File: config.mk
export PLATFORM = sky130hd
export DESIGN_NAME = dice_roll
export DESIGN_NICKNAME = d
export VERILOG_FILES = /design/src/rtl/dice_pkg.sv /design/src/rtl/btn_debounce.sv /design/src/rtl/dice_roll.sv
export SDC_FILE = /design/constraint.sdc
export NUM_CORES = 1
export LEC_CHECK = 0
export CORE_ASPECT_RATIO = 0.8
export CORE_UTILIZATION = 36
export CTS_BUF_LIST = sky130_fd_sc_hd__clkbuf_4 sky130_fd_sc_hd__clkbuf_8
export DETAILED_ROUTE_END_ITERATION = 6
export PLACE_DENSITY = 0.56
export REMOVE_ABC_BUFFERS = 1
export SYNTH_ARGS = -nofsm -noshare
export SYNTH_HDL_FRONTEND = slang
export SYNTH_SLANG_ARGS = --single-unit
File: constraint.sdc
create_clock -name clk -period 2 [get_ports clk]
set_clock_uncertainty 0.15 [all_clocks]
set_input_delay 0.4 -clock clk [delete_from_list [all_inputs] [get_ports clk]]
set_output_delay 0.4 -clock clk [all_outputs]
set_load 0.005 [all_outputs]
File: src/rtl/dice_pkg.sv
// Shared types for the dice datapath: face encoding and roll controller states.
// Used by dice_roll, seg_spin and the score/display logic.
package dice_pkg;

    typedef logic [2:0] face_t;

    localparam face_t FACE_MIN = 3'd1;
    localparam face_t FACE_MAX = 3'd6;

    typedef enum logic [1:0] {
        IDLE,
        ROLLING,
        HOLD
    } roll_state_t;

    // Next face in the 1..6 cycle; 0 and 7 are never produced.
    function automatic face_t next_face(input face_t f);
        return (f == FACE_MAX) ? FACE_MIN : f + 3'd1;
    endfunction

endpackage

File: src/rtl/btn_debounce.sv
// Two-flop synchroniser plus level debouncer for an asynchronous pushbutton.
// btn_level only changes after DEBOUNCE_CYCLES consecutive samples that differ
// from it, so the latency from a clean edge is 2 + DEBOUNCE_CYCLES cycles.
module btn_debounce #(
    parameter int DEBOUNCE_CYCLES = 500000
) (
    input  logic clk,
    input  logic reset,
    input  logic btn_raw,
    output logic btn_level
);

    localparam int CNT_W = $clog2(DEBOUNCE_CYCLES);
    localparam logic [CNT_W-1:0] CNT_LAST = CNT_W'(DEBOUNCE_CYCLES - 1);

    logic             sync_q1;
    logic             btn_sync;
    logic [CNT_W-1:0] stable_cnt;

    // Bring the raw button into the clk domain; only the second flop is used.
    always_ff @(posedge clk) begin
        // NOTE: sequential state is always written with <= so every flop
        // samples the pre-edge value of its neighbours, as real flops do.
        if (reset) begin
            sync_q1  <= 1'b0;
            btn_sync <= 1'b0;
        end else begin
            sync_q1  <= btn_raw;
            btn_sync <= sync_q1;
        end
    end

    // Count consecutive disagreeing samples; flip the level on the last one.
    always_ff @(posedge clk) begin
        if (reset) begin
            stable_cnt <= '0;
            btn_level  <= 1'b0;
        end else if (btn_sync != btn_level) begin
            if (stable_cnt == CNT_LAST) begin
                btn_level  <= ~btn_level;
                stable_cnt <= '0;
            end else begin
                stable_cnt <= stable_cnt + 1'b1;
            end
        end else begin
            stable_cnt <= '0;
        end
    end

endmodule

File: src/rtl/dice_roll.sv
// Pushbutton side of the dice: debounces the button, spins a 1..6 face
// counter, flags rolling while held and, once released after a minimum spin,
// presents the captured face with a valid/ack handshake.
module dice_roll
    import dice_pkg::*;
#(
    parameter int DEBOUNCE_CYCLES = 500000,
    parameter int MIN_SPIN_CYCLES = 25000000
) (
    input  logic       clk,
    input  logic       reset,
    input  logic       btn_raw,
    input  logic       roll_ack,
    output logic       rolling,
    output logic       roll_valid,
    output logic [2:0] roll_value,
    output logic       btn_level
);

    localparam int SPIN_W = $clog2(MIN_SPIN_CYCLES + 1);
    localparam logic [SPIN_W-1:0] SPIN_MIN = SPIN_W'(MIN_SPIN_CYCLES);

    roll_state_t       state;
    roll_state_t       state_next;
    logic [SPIN_W-1:0] spin_cnt;
    face_t             face_cnt;
    face_t             value_q;
    logic              capture;

    btn_debounce #(
        .DEBOUNCE_CYCLES(DEBOUNCE_CYCLES)
    ) u_debounce (
        .clk      (clk),
        .reset    (reset),
        .btn_raw  (btn_raw),
        .btn_level(btn_level)
    );

    // Free-running face counter, advancing every cycle regardless of state.
    always_ff @(posedge clk) begin
        if (reset) face_cnt <= FACE_MIN;
        else       face_cnt <= next_face(face_cnt);
    end

    // State register.
    always_ff @(posedge clk) begin
        if (reset) state <= IDLE;
        else       state <= state_next;
    end

    // Next-state decode; capture marks the ROLLING -> HOLD edge.
    always_comb begin
        // NOTE: every output of this block gets a default first, so no path
        // leaves a signal unassigned and no latch is inferred.
        state_next = state;
        capture    = 1'b0;
        case (state)
            IDLE: begin
                if (btn_level) state_next = ROLLING;
            end
            ROLLING: begin
                if (!btn_level && (spin_cnt >= SPIN_MIN)) begin
                    state_next = HOLD;
                    capture    = 1'b1;
                end
            end
            HOLD: begin
                if (roll_ack) state_next = IDLE;
            end
            default: state_next = IDLE;
        endcase
    end

    // Spin time in ROLLING, saturating at the minimum; cleared elsewhere.
    always_ff @(posedge clk) begin
        if (reset) begin
            spin_cnt <= '0;
        end else if (state != ROLLING) begin
            spin_cnt <= '0;
        end else if (spin_cnt < SPIN_MIN) begin
            spin_cnt <= spin_cnt + 1'b1;
        end
    end

    // Latch the face on the capture edge and hold it through HOLD.
    always_ff @(posedge clk) begin
        if (reset)        value_q <= FACE_MIN;
        else if (capture) value_q <= face_cnt;
    end

    assign rolling    = (state == ROLLING);
    assign roll_valid = (state == HOLD);
    assign roll_value = value_q;

endmodule
==> run metrics <==
Area after DPL 3090 µm²; Final Power between 0.0015 and 0.002 W; Seq/Total Area, Yosys 42.2%; Die Width ~100 µm; post-route worst setup slack -13.2 ps; final instance area roughly 3300 µm²; Max Buffers Root-to-Sink 2; Peak Freq roughly 500 MHz; Worst Setup End Kind flop; Reg clk slew, reported paths 100 ps; Slew @ Worst Pin roughly 390 ps; Max-slew headroom 73.8%; TritonCTS clock tree done; clk sinks 55; synth unique cells 40; Pwr per Cell Area 547 nW/µm²; worst skew pair latency between 300 and 400 ps; post-route insts no fill 444; largest net degree at the start of global routing 21; Root Buffer clkbuf_8; residual DRC count 0; global router's overall resource usage between 10% and 20%; final core occ 47.5%; Data arrival, critical path 2090 ps; Synth-to-Final Area Change 26.6%; Diodes inserted 0; Hold Path Class reg2reg; Critical path destination spin_cnt[16]; die area 7590 µm²; GR Overflow Total 0; commonest non-fill, non-tap cell in the layout dfxtp_1; Max-Cap Viols 0; RSZ-0062 raised after global routing true; Final HPWL DP 4.24 mm; number of enable flip-flop cells after synthesis 0; CP Launch Type flop; Tmin final about 2000 ps; dpl cells 434; final hold vios 0; setup_tns -13.2 ps; LEAKAGE about 1.1 nW; Post-Route WL 5.81 mm; starting density of the core 37.5%; Post-Synthesis Cells slightly above 300; Critical Path RT 2080 ps; failing checks setup timing; Worst Path Max Fanout 7; status finished with violations; Max IR drop VDD 292 µV; commonest cells after routing, fill and taps aside dfxtp_1 (49), buf_4 (41), nor2_1 (32); reg2reg start spin_cnt[16]; # port buffers 9; die height 78.1 µm; vias in the first global route 2053; critical path class reg2reg; Via Count 2308; final setup violation count 1; H-tree depth reported by CTS 2; antenna violations before repair 0; Mapped Area 2610 µm²; fin crit share 101%; # fillers approximately 700; DRT iter0 DRCs approximately 120; Placement Rows 27; total CTS buffers 5; Placer Congestion 0.844; first-pass GRT wire length 9.64 mm; core area ~7000 µm²; reg2reg path depth 6; Post-synth ARST share 0%; reg2reg end spin_cnt[16]; Final nets about 370; Final ANT Viol Nets 0; share of layout cells above drive strength 1 about a quarter; Via density 5.20; syn avg cell area 8.53 µm²; DR WL/cell 13.1 µm; Ys Warns 0; Yosys reg bits 55; I/O pin cnt 10; final count of pins violating max slew 0; main flop type after synthesis dfxtp_1; TritonRoute pass-1 iters 4; R2R setup slack -10 ps; Critical Path Start spin_cnt[16]
-- sequential cells by signal (all words and copies together), names as in the netlist --
name                   cells
face_cnt                   3
roll_value                 3
spin_cnt                  25
state                      2
u_debounce.btn_level       1
u_debounce.btn_sync        1
u_debounce.stable_cnt     19
u_debounce.sync_q1         1
-- cells in the mapped netlist, drive strengths merged (3+ instances only) --
library cell / number / area (µm²)
clkbuf: 7 / 26.3
nor4: 5 / 31.3
nor2b: 6 / 37.5
nand2: 21 / 78.8
o21ai: 13 / 65.1
or3: 15 / 93.8
mux2i: 6 / 60.1
xor2: 12 / 105
a21oi: 20 / 100
or2: 3 / 18.8
o31ai: 5 / 51.3
nor2: 32 / 120
xnor2: 6 / 52.6
dfxtp: 55 / 1100
inv: 9 / 33.8
o211ai: 3 / 22.5
nand2b: 7 / 43.8
o21a: 3 / 23.8
ha: 5 / 62.6
buf: 4 / 31.3
nand3: 19 / 95.1
and3: 4 / 25.0
nand4: 16 / 100
nor3: 10 / 55.1
or4: 7 / 52.6
-- worst max-delay path: stages, from the launching register on --
cell,delay (ps)
dfxtp_2,350
nor2b_2,170
a311oi_2,380
o31ai_4,120
buf_6,150
or4_4,510
a21oi_2,120
-- worst min-delay path by stage --
| stage | from | to | slack (ps) | cells past startpoint |
|---|---|---|---|---|
| floorplan | face_cnt[0] | face_cnt[0] | 240 | 1 |
| global placement | face_cnt[0] | face_cnt[0] | 260 | 1 |
| detailed placement | face_cnt[0] | face_cnt[0] | 260 | 1 |
| CTS | face_cnt[0] | face_cnt[0] | 290 | 1 |
| global route | face_cnt[0] | face_cnt[0] | 310 | 1 |
| finish | face_cnt[0] | face_cnt[0] | 280 | 1 |
-- area by class of cell --
class	count	area, µm²	area share (%)
repair buffers	54	452	13.7
multi-input cells	231	1500	45.5
well taps	87	109	3.30
inverters	9	33.8	1.02
clock inverters	2	13.8	0.417
flip-flops and latches	55	1110	33.6
clock buffers	6	82.6	2.50
-- report_power, final --
part           internal [W]  switching, W  leakage (nW)
Clock              0.000284      0.000372        0.0516
Combinational     0.0000248     0.0000176         0.604
Sequential          0.00110    0.00000716         0.448
Total               0.00141      0.000397          1.10
-- routing by layer --
layer	global-route usage, %	vias up	part of all wire (%)
li1	-	1194	-
met1	22.2	1069	52
met2	24.0	41	44
met3	2.94	4	3.7
met4	4.03	0	0.91
met5	0	-	0
-- repair_timing --
action | CTS | global route
resized for setup | 3 | 26
pin swaps | 5 | 13
hold buffers | 0 | 0
buffers inserted | 2 | 1
endpoints found under the setup margin | 8 | 26
-- stage by stage --
step / hold slack, ps / setup slack, ps
2_1_floorplan: 238 / -120
3_3_place_gp: 256 / 1.62
3_5_place_dp: 258 / -32.9
4_1_cts: 285 / -25.2
5_1_grt: 308 / -99.9
6_report: 279 / -13.2
-- cells by family (layout without fill, tap and decap cells) --
group | after synthesis | count (layout) | share of synthesized area, %
muxes | 6 | 6 | 2.30
buffers and inverters | 20 | 71 | 3.50
and+or+nand+nor | 153 | 153 | 31.3
xor gates and xnor gates | 18 | 18 | 6.04
AOI/OAI and AO/OA | 49 | 49 | 12.3
adders and majority gates | 5 | 5 | 2.40
DFF | 55 | 55 | 42.2
Power figures use the tool's default switching activity.
